==> src/rtl/tcm_ctrl_pkg.sv <==
// rtl/tcm_ctrl_pkg.sv - shared state and response-type encodings for tcm_ctrl
`timescale 1ns/1ps
package tcm_ctrl_pkg;

  typedef enum logic [1:0] {
    IDLE     = 2'd0,
    RSP_LIVE = 2'd1,
    RSP_HELD = 2'd2
  } state_t;

  typedef enum logic [1:0] {
    RSP_READ  = 2'd0,
    RSP_WRITE = 2'd1,
    RSP_ERR   = 2'd2
  } rsp_type_t;

endpackage

==> src/rtl/tcm_ctrl.sv <==
// rtl/tcm_ctrl.sv - single-outstanding command front end for a 1-cycle-latency TCM SRAM
`timescale 1ns/1ps
module tcm_ctrl
  import tcm_ctrl_pkg::*;
#(
  parameter int DP = 512,
  parameter int DW = 32,
  parameter int MW = 4,
  parameter int AW = 32
) (
  input  logic          clk,
  input  logic          rst,
  input  logic          cmd_valid,
  output logic          cmd_ready,
  input  logic          cmd_read,
  input  logic [AW-1:0] cmd_addr,
  input  logic [DW-1:0] cmd_wdata,
  input  logic [MW-1:0] cmd_wmask,
  output logic          rsp_valid,
  input  logic          rsp_ready,
  output logic [DW-1:0] rsp_rdata,
  output logic          rsp_err,
  output logic [AW-1:0] ram_addr,
  output logic [DW-1:0] ram_din,
  output logic          ram_we,
  output logic [MW-1:0] ram_wem,
  input  logic [DW-1:0] ram_dout
);

  state_t        state_q, state_d;
  rsp_type_t     rsp_type_q, rsp_type_d;
  logic [DW-1:0] hold_q, hold_d;
  logic [AW-1:0] word_idx;
  logic          in_range;
  logic          accept;
  logic          unused_addr_lsbs;

  assign word_idx         = {2'b00, cmd_addr[AW-1:2]};
  assign unused_addr_lsbs = ^cmd_addr[1:0];
  assign in_range         = word_idx < AW'(DP);

  assign rsp_valid = (state_q != IDLE);
  assign cmd_ready = (state_q == IDLE) | (rsp_valid & rsp_ready);
  assign accept    = cmd_valid & cmd_ready;

  assign ram_addr = word_idx;
  assign ram_din  = cmd_wdata;
  assign ram_we   = accept & ~cmd_read & in_range;
  assign ram_wem  = ram_we ? cmd_wmask : '0;

  // Read data comes straight from the SRAM on the cycle after the access,
  // and from the hold register once the response has been stalled.
  assign rsp_err   = rsp_valid & (rsp_type_q == RSP_ERR);
  assign rsp_rdata = (rsp_valid && rsp_type_q == RSP_READ)
                   ? ((state_q == RSP_HELD) ? hold_q : ram_dout)
                   : '0;

  always_comb begin
    state_d    = state_q;
    rsp_type_d = rsp_type_q;
    hold_d     = hold_q;

    if (accept) begin
      if (!in_range) begin
        rsp_type_d = RSP_ERR;
      end else if (cmd_read) begin
        rsp_type_d = RSP_READ;
      end else begin
        rsp_type_d = RSP_WRITE;
      end
    end

    case (state_q)
      IDLE: begin
        if (accept) state_d = RSP_LIVE;
      end
      RSP_LIVE: begin
        if (rsp_ready) begin
          state_d = accept ? RSP_LIVE : IDLE;
        end else begin
          // Freeze the data now so later SRAM writes cannot disturb it.
          state_d = RSP_HELD;
          hold_d  = ram_dout;
        end
      end
      RSP_HELD: begin
        if (rsp_ready) state_d = accept ? RSP_LIVE : IDLE;
      end
      default: state_d = IDLE;
    endcase
  end

  always_ff @(posedge clk or posedge rst) begin
    if (rst) begin
      state_q    <= IDLE;
      rsp_type_q <= RSP_WRITE;
      hold_q     <= '0;
    end else begin
      state_q    <= state_d;
      rsp_type_q <= rsp_type_d;
      hold_q     <= hold_d;
    end
  end

endmodule

==> config.mk <==
export PLATFORM = sky130hd
export DESIGN_NAME = tcm_ctrl
export DESIGN_NICKNAME = d
export VERILOG_FILES = /design/src/rtl/tcm_ctrl_pkg.sv /design/src/rtl/tcm_ctrl.sv
export SDC_FILE = /design/constraint.sdc
export NUM_CORES = 1
export LEC_CHECK = 0
export BUFFER_PORTS_ARGS = -buffer_cell sky130_fd_sc_hd__buf_2
export CAP_MARGIN = 20
export CORE_ASPECT_RATIO = 1.5
export CORE_UTILIZATION = 35
export DETAILED_ROUTE_END_ITERATION = 8
export GPL_ROUTABILITY_DRIVEN = 0
export HOLD_SLACK_MARGIN = 0.1
export PLACE_DENSITY = 0.84
export SLEW_MARGIN = 40
export SYNTH_ARGS = -nofsm -noshare
export SYNTH_HDL_FRONTEND = slang
export SYNTH_SLANG_ARGS = --single-unit
==> constraint.sdc <==
create_clock -name clk -period 1.62 [get_ports clk]
set_input_delay 0.324 -clock clk [delete_from_list [all_inputs] [get_ports clk]]
set_output_delay 0.324 -clock clk [all_outputs]
set_load 0.05 [all_outputs]
Yosys cells after proc, flatten, opt, wreduce, memory -nomap -nowiden
Cells that the tools add are included.
W data, S select, Z words.

storage, ports and cells
  output and inout bits = 104
  input bits = 105
  logic and storage cells = 33
  register bits = 36

operators by class
  magnitude comparators = 1
  mux-type cells = 10
  reductions and logical operators = 6
  bitwise gates (word level) = 8
  equality and inequality tests = 5

operator list
  cell                    count
  $mux W32                2
  $lt A30 B10 Y1 const B  1
  $mux W2                 4
  $pmux W2 S3             1
  $and A1 B1 Y1           5
  $eq A2 B2 Y1 const B    2
  $logic_not A2 Y1        2
  $mux W4                 1
  $ne A2 B2 Y1 const B    2
  $reduce_and A2 Y1       2
  $eq A2 B1 Y1 const B    1
  $mux W1                 2
  $not A1 Y1              2
  $reduce_bool A2 Y1      1
  $logic_and A1 B1 Y1     1
  $or A1 B1 Y1            1

Longest topological paths before layout
  depth in word-level cells = 7
  depth in mapped cells = 5
  mapped depth without buffers = 3

Worst setup path before layout
Ideal clock, no wire load.

  path type = reg2out
  from = reg state_q[0]
  to = out ram_wem[0]
  required time = 1.296 ns
  path slack = -1.495 ns
  path buffers = 0
  cell stages (with the launch flop) = 4
  arrival = 2.791 ns
  path through = dfrtp_1 > o21bai_1 > nand4_1 > nor3_1

between the ends
  cells in the longest elaborated chain, start to end = 7
  elaborated cells between the ends (all ways) = 8
  those cells by class = mux: 1; bitwise: 5; reduce/logical: 2

RTL lines
  element                        RTL line        text
  from (decl)                    tcm_ctrl.sv:30  state_t state_q, state_d;
  from (signal assigned)         tcm_ctrl.sv:99  state_q <= state_d;
  $reduce_bool A2 Y1             tcm_ctrl.sv:42  assign rsp_valid = (state_q != IDLE);
  $and A1 B1 Y1                  tcm_ctrl.sv:43  assign cmd_ready = (state_q == IDLE) | (rsp_valid & rsp_ready);
  $or A1 B1 Y1 *                 tcm_ctrl.sv:43
  via cmd_ready                  tcm_ctrl.sv:14  output logic cmd_ready,
  $and A1 B1 Y1 *                tcm_ctrl.sv:44  assign accept = cmd_valid & cmd_ready;
  $and A1 B1 Y1 * (2 in series)  tcm_ctrl.sv:48  assign ram_we = accept & ~cmd_read & in_range;
  $mux W4 *                      tcm_ctrl.sv:49  assign ram_wem = ram_we ? cmd_wmask : '0;
  to (decl)                      tcm_ctrl.sv:26  output logic [MW-1:0] ram_wem,

Mark *: on every way through the listed nets, which the timed path passes. The rest lies on a longest branch.

Final worst setup path
  from = reg state_q[0]
  to = out rsp_rdata[29]

between the ends
  cells in the longest elaborated chain, start to end = 3
  elaborated cells between the ends (all ways) = 5
  those cells by class = eq/ne: 1; mux: 2; reduce/logical: 2

RTL lines
  element                                             RTL line                        text
  $eq A2 B2 Y1 or $reduce_bool A2 Y1 (tied branches)  tcm_ctrl.sv:55, tcm_ctrl.sv:42
  $mux W32 or $logic_and A1 B1 Y1 (tied branches)     tcm_ctrl.sv:55, tcm_ctrl.sv:54
  $mux W32 *                                          tcm_ctrl.sv:55                  ? ((state_q == RSP_HELD) ? hold_q : ram_dout)
  to (decl)                                           tcm_ctrl.sv:21                  output logic [DW-1:0] rsp_rdata,

Every way passes the cells marked *; elsewhere a longest branch is shown, timed or not.

==> run_results.csv <==
group,metric,value,unit
routing,routedWlPerCell,16.7,um
synth,synthFlopType,"dfrtp_1",
setup_path,critical_path_class,"reg2out",
synth,synthXorXnorAreaFrac,0,%
cts,cts_made_buffers,5,
worst_hold_path,hp-start,"ram_dout[19]",
floorplan,die_y,107,um
floorplan,coreArea,6990,um2
cts,clk_latency,0.28,ns
power_and_ir_drop,combPwrFrac,35.3,%
worst_hold_path,holdPathStages,2,
synth,synth_fa_ha_area_share,0.391,%
flow_run,drv_cap,0,
synth,yosys.area_share.simple,14.6,%
power_and_ir_drop,leakagePower,1.84,nW
setup_path,reg2reg_to,"hold_q[8]",
setup_path,r2r-start,"state_q[1]",
grt,grt_overflow_total,0,
setup_path,required,1.30,ns
cts,htreeDepth,2,
grt,antenna_found_initial,1,
setup_path,worstPathArrival,1.65,ns
finish,fillers,550,
floorplan,num_rows,37,
sta,fin_crit,1.97,ns
synth,syn_avg_cell_area,9.11,um2
sta,hold_ws,0.288,ns
run_status,status,"finished, violations left",
power_and_ir_drop,pwr-share-clk,23.3,%
synth,syn_area,2560,um2
setup_path,worstRegToRegCells,7,
worst_hold_path,hp-class,"in2reg",
synth,synth_compound_gate_area_share,11.8,%
floorplan,fp.dieW,71.8,um
cts,clkTransAtPathRegs,0.07,ns
sta,fin_skew,0.00650,ns
finish,finalNetCount,471,
grt,grt_pass1_vias,2333,
grt,grt_use_total,18.5,%
synth,yosys.area.top_type,"dfrtp_1",
synth,synth.top_cell.area_share,34.2,%
synth,synth_edf_count,0,
grt,grt_max_degree,26,
cts,cts-root-buf,"clkbuf_8",
routing,vias,2269,
finish,syn_to_final_growth,55.4,%
synth,postSynth.asyncResetShare,100,%
routing,routed_wl,7740,um
synth,ys_seq_area_share,35.2,%
cts,cts.sinks,36,
power_and_ir_drop,p_per_area,757,nW/um2
synth,synth_top_family_by_area,"buffers and inverters",
sta,setup_tns,-12.25,ns
sta,fin_crit_sh,122,%
floorplan,die_area,7670,um2
floorplan,start_util,36.6,%
sta,hold_viol_final,0,
setup_path,cp_max_fo,8,
power_and_ir_drop,switching_power,0.961,mW
routing,via_per_inst,4.88,
setup_path,rrSetupSlack,-0.03,ns
sta,max_freq,0.507,GHz
run_status,violations,"setup timing",
placement,dpl.hpwl,5230,um
floorplan,pin_count,209,
sta,report.final.slew_viol_count,0,
synth,synthCells,281,
power_and_ir_drop,internal_power,2.05,mW
synth,synthMuxAreaShare,14.1,%
sta,setup_ws,-0.354,ns
synth,synth_area_leaders,"dfrtp_1 34%, buf_4 20%, mux2_2 13%",
synth,ys_warn_count,0,
synth,synthTopCellsByCount,"67 x buf_4, 65 x nand2_1, 35 x dfrtp_1, 30 x a21oi_2, 30 x mux2_2",
routing,drt-pass1-iter-count,4,
cts,cts_buffer_depth,2,
finish,drive_gt1_share,65.4,%
cts,cts_tree,"yes",
routing,drc_errors,0,
worst_hold_path,holdPathEnd,"hold_q[19]",
routing,ant_nets,0,
synth,synth_most_common_cell,"buf_4",
synth,ys_ff_latch,36,
power_and_ir_drop,seq_power_share,41.4,%
sta,rsz0062_at_grt,"true",
synth,yosysUniqueCellTypes,25,
power_and_ir_drop,ir_drop,0.000452,V
sta,setup-violations-final,54,
placement,port_buffers,122,
power_and_ir_drop,p_total,3.01,mW
power_and_ir_drop,swShare,31.9,%
setup_path,end_kind,"primary output",
routing,drt_iter0_markers,70,
setup_path,setup.worst_path.start_class,"flip-flop",
grt,grt_pass1_wl,10700,um
placed cells by master (no fill, tap or decap):
cell type      count
buf_8              3
nor2b_4            1
buf_12             5
nor2_1             2
a21oi_1            1
clkbuf_1           1
nand4_1            3
inv_1              8
diode_2            1
buf_4             12
a2bb2oi_1          1
nor2_4             2
or3_4              1
buf_6             47
nand2_1           65
dfrtp_1           34
dfstp_2            1
o21bai_4           1
clkbuf_16          2
nor3_4             4
buf_2             84
nor2b_1            2
maj3_1             1
buf_16             2
o2bb2ai_1          1
nor3_1             1
conb_1             2
nor3_2             1
clkbuf_8           7
nor4_1             4
dlygate4sd3_1      1
a21oi_4           32
nand2b_4           2
mux2_4            32
dfrtp_2            1
critical path: stages (launching register included):
cell and delay [ns]:
dfrtp_1 0.38, nor2_1 0.07, or3_4 0.42, buf_12 0.19, a21oi_4 0.13, buf_6 0.18
worst max-delay path by stage:
stage / from / slack (ns) / endpoint
5_1_grt: state_q[0] / -0.41 / rsp_rdata[18]
6_report: state_q[0] / -0.35 / rsp_rdata[29]
3_3_place_gp: cmd_addr[29] / -0.34 / ram_wem[0]
2_1_floorplan: state_q[1] / -0.64 / ram_wem[0]
4_1_cts: state_q[0] / -0.35 / rsp_rdata[10]
3_5_place_dp: cmd_addr[29] / -0.36 / ram_wem[0]
layout make-up:
type / count / area, um2 / share of cell area (%)
multi-input cells: 159 / 1520 / 38.3
repair buffers: 156 / 1300 / 32.7
flip-flops and latches: 36 / 903 / 22.7
well taps: 97 / 121 / 3.05
clock buffers: 8 / 100 / 2.51
inverters: 8 / 30.0 / 0.754
diodes: 1 / 2.50 / 0.0629
flip-flops by register name, indices dropped and copies added, names as in the netlist:
register	cells
state_q	2
rsp_type_q	2
hold_q	32
logic make-up (layout without fill, tap and decap cells):
group,count (synthesis),after routing
AO/OA/AOI/OAI,36,36
adder cells (fa/ha/maj),1,1
buffers and inverters,87,172
flip-flops,36,36
multiplexers,32,32
other,1,3
AND/OR/NAND/NOR,88,88
metal layers:
metal | GRT usage (%) | up-vias | routed length (um)
li1 | - | 1025 | -
met5 | 0 | - | 0
met1 | 15.7 | 1094 | 2610
met2 | 37.7 | 114 | 4370
met4 | 12.5 | 0 | 380
met3 | 2.54 | 36 | 383
timing repair:
| action | CTS | global route |
|---|---|---|
| resized for setup | 94 | 39 |
| setup endpoints to repair | 40 | 69 |
| gates cloned | 3 | 3 |
| buffers inserted | 3 | 2 |
| pin swaps | 4 | 1 |
| hold endpoints to repair | 15 | 0 |
| hold buffers | 1 | 0 |
power groups by stage:
stage          Combinational (mW)  Clock [mW]  Sequential (mW)
2_1_floorplan               0.892           0             1.22
3_3_place_gp                0.794           0             1.23
3_5_place_dp                0.820           0             1.25
4_1_cts                     0.883       0.731             1.23
5_1_grt                      1.12       0.763             1.27
6_report                     1.06       0.703             1.25
through the flow:
| stage | instances | area, um2 | utilization, % | setup WS (ns) |
|---|---|---|---|---|
| 2_1_floorplan | 282 | 2900 | - | -0.635 |
| 3_3_place_gp | 446 | 3280 | 46.9 | -0.337 |
| 3_5_place_dp | 446 | 3280 | 46.9 | -0.358 |
| 4_1_cts | 460 | 3760 | 53.8 | -0.351 |
| 5_1_grt | 465 | 3980 | 56.9 | -0.410 |
| 6_report | 465 | 3980 | 56.9 | -0.354 |
Note: power is estimated with default switching activity, not from simulation.
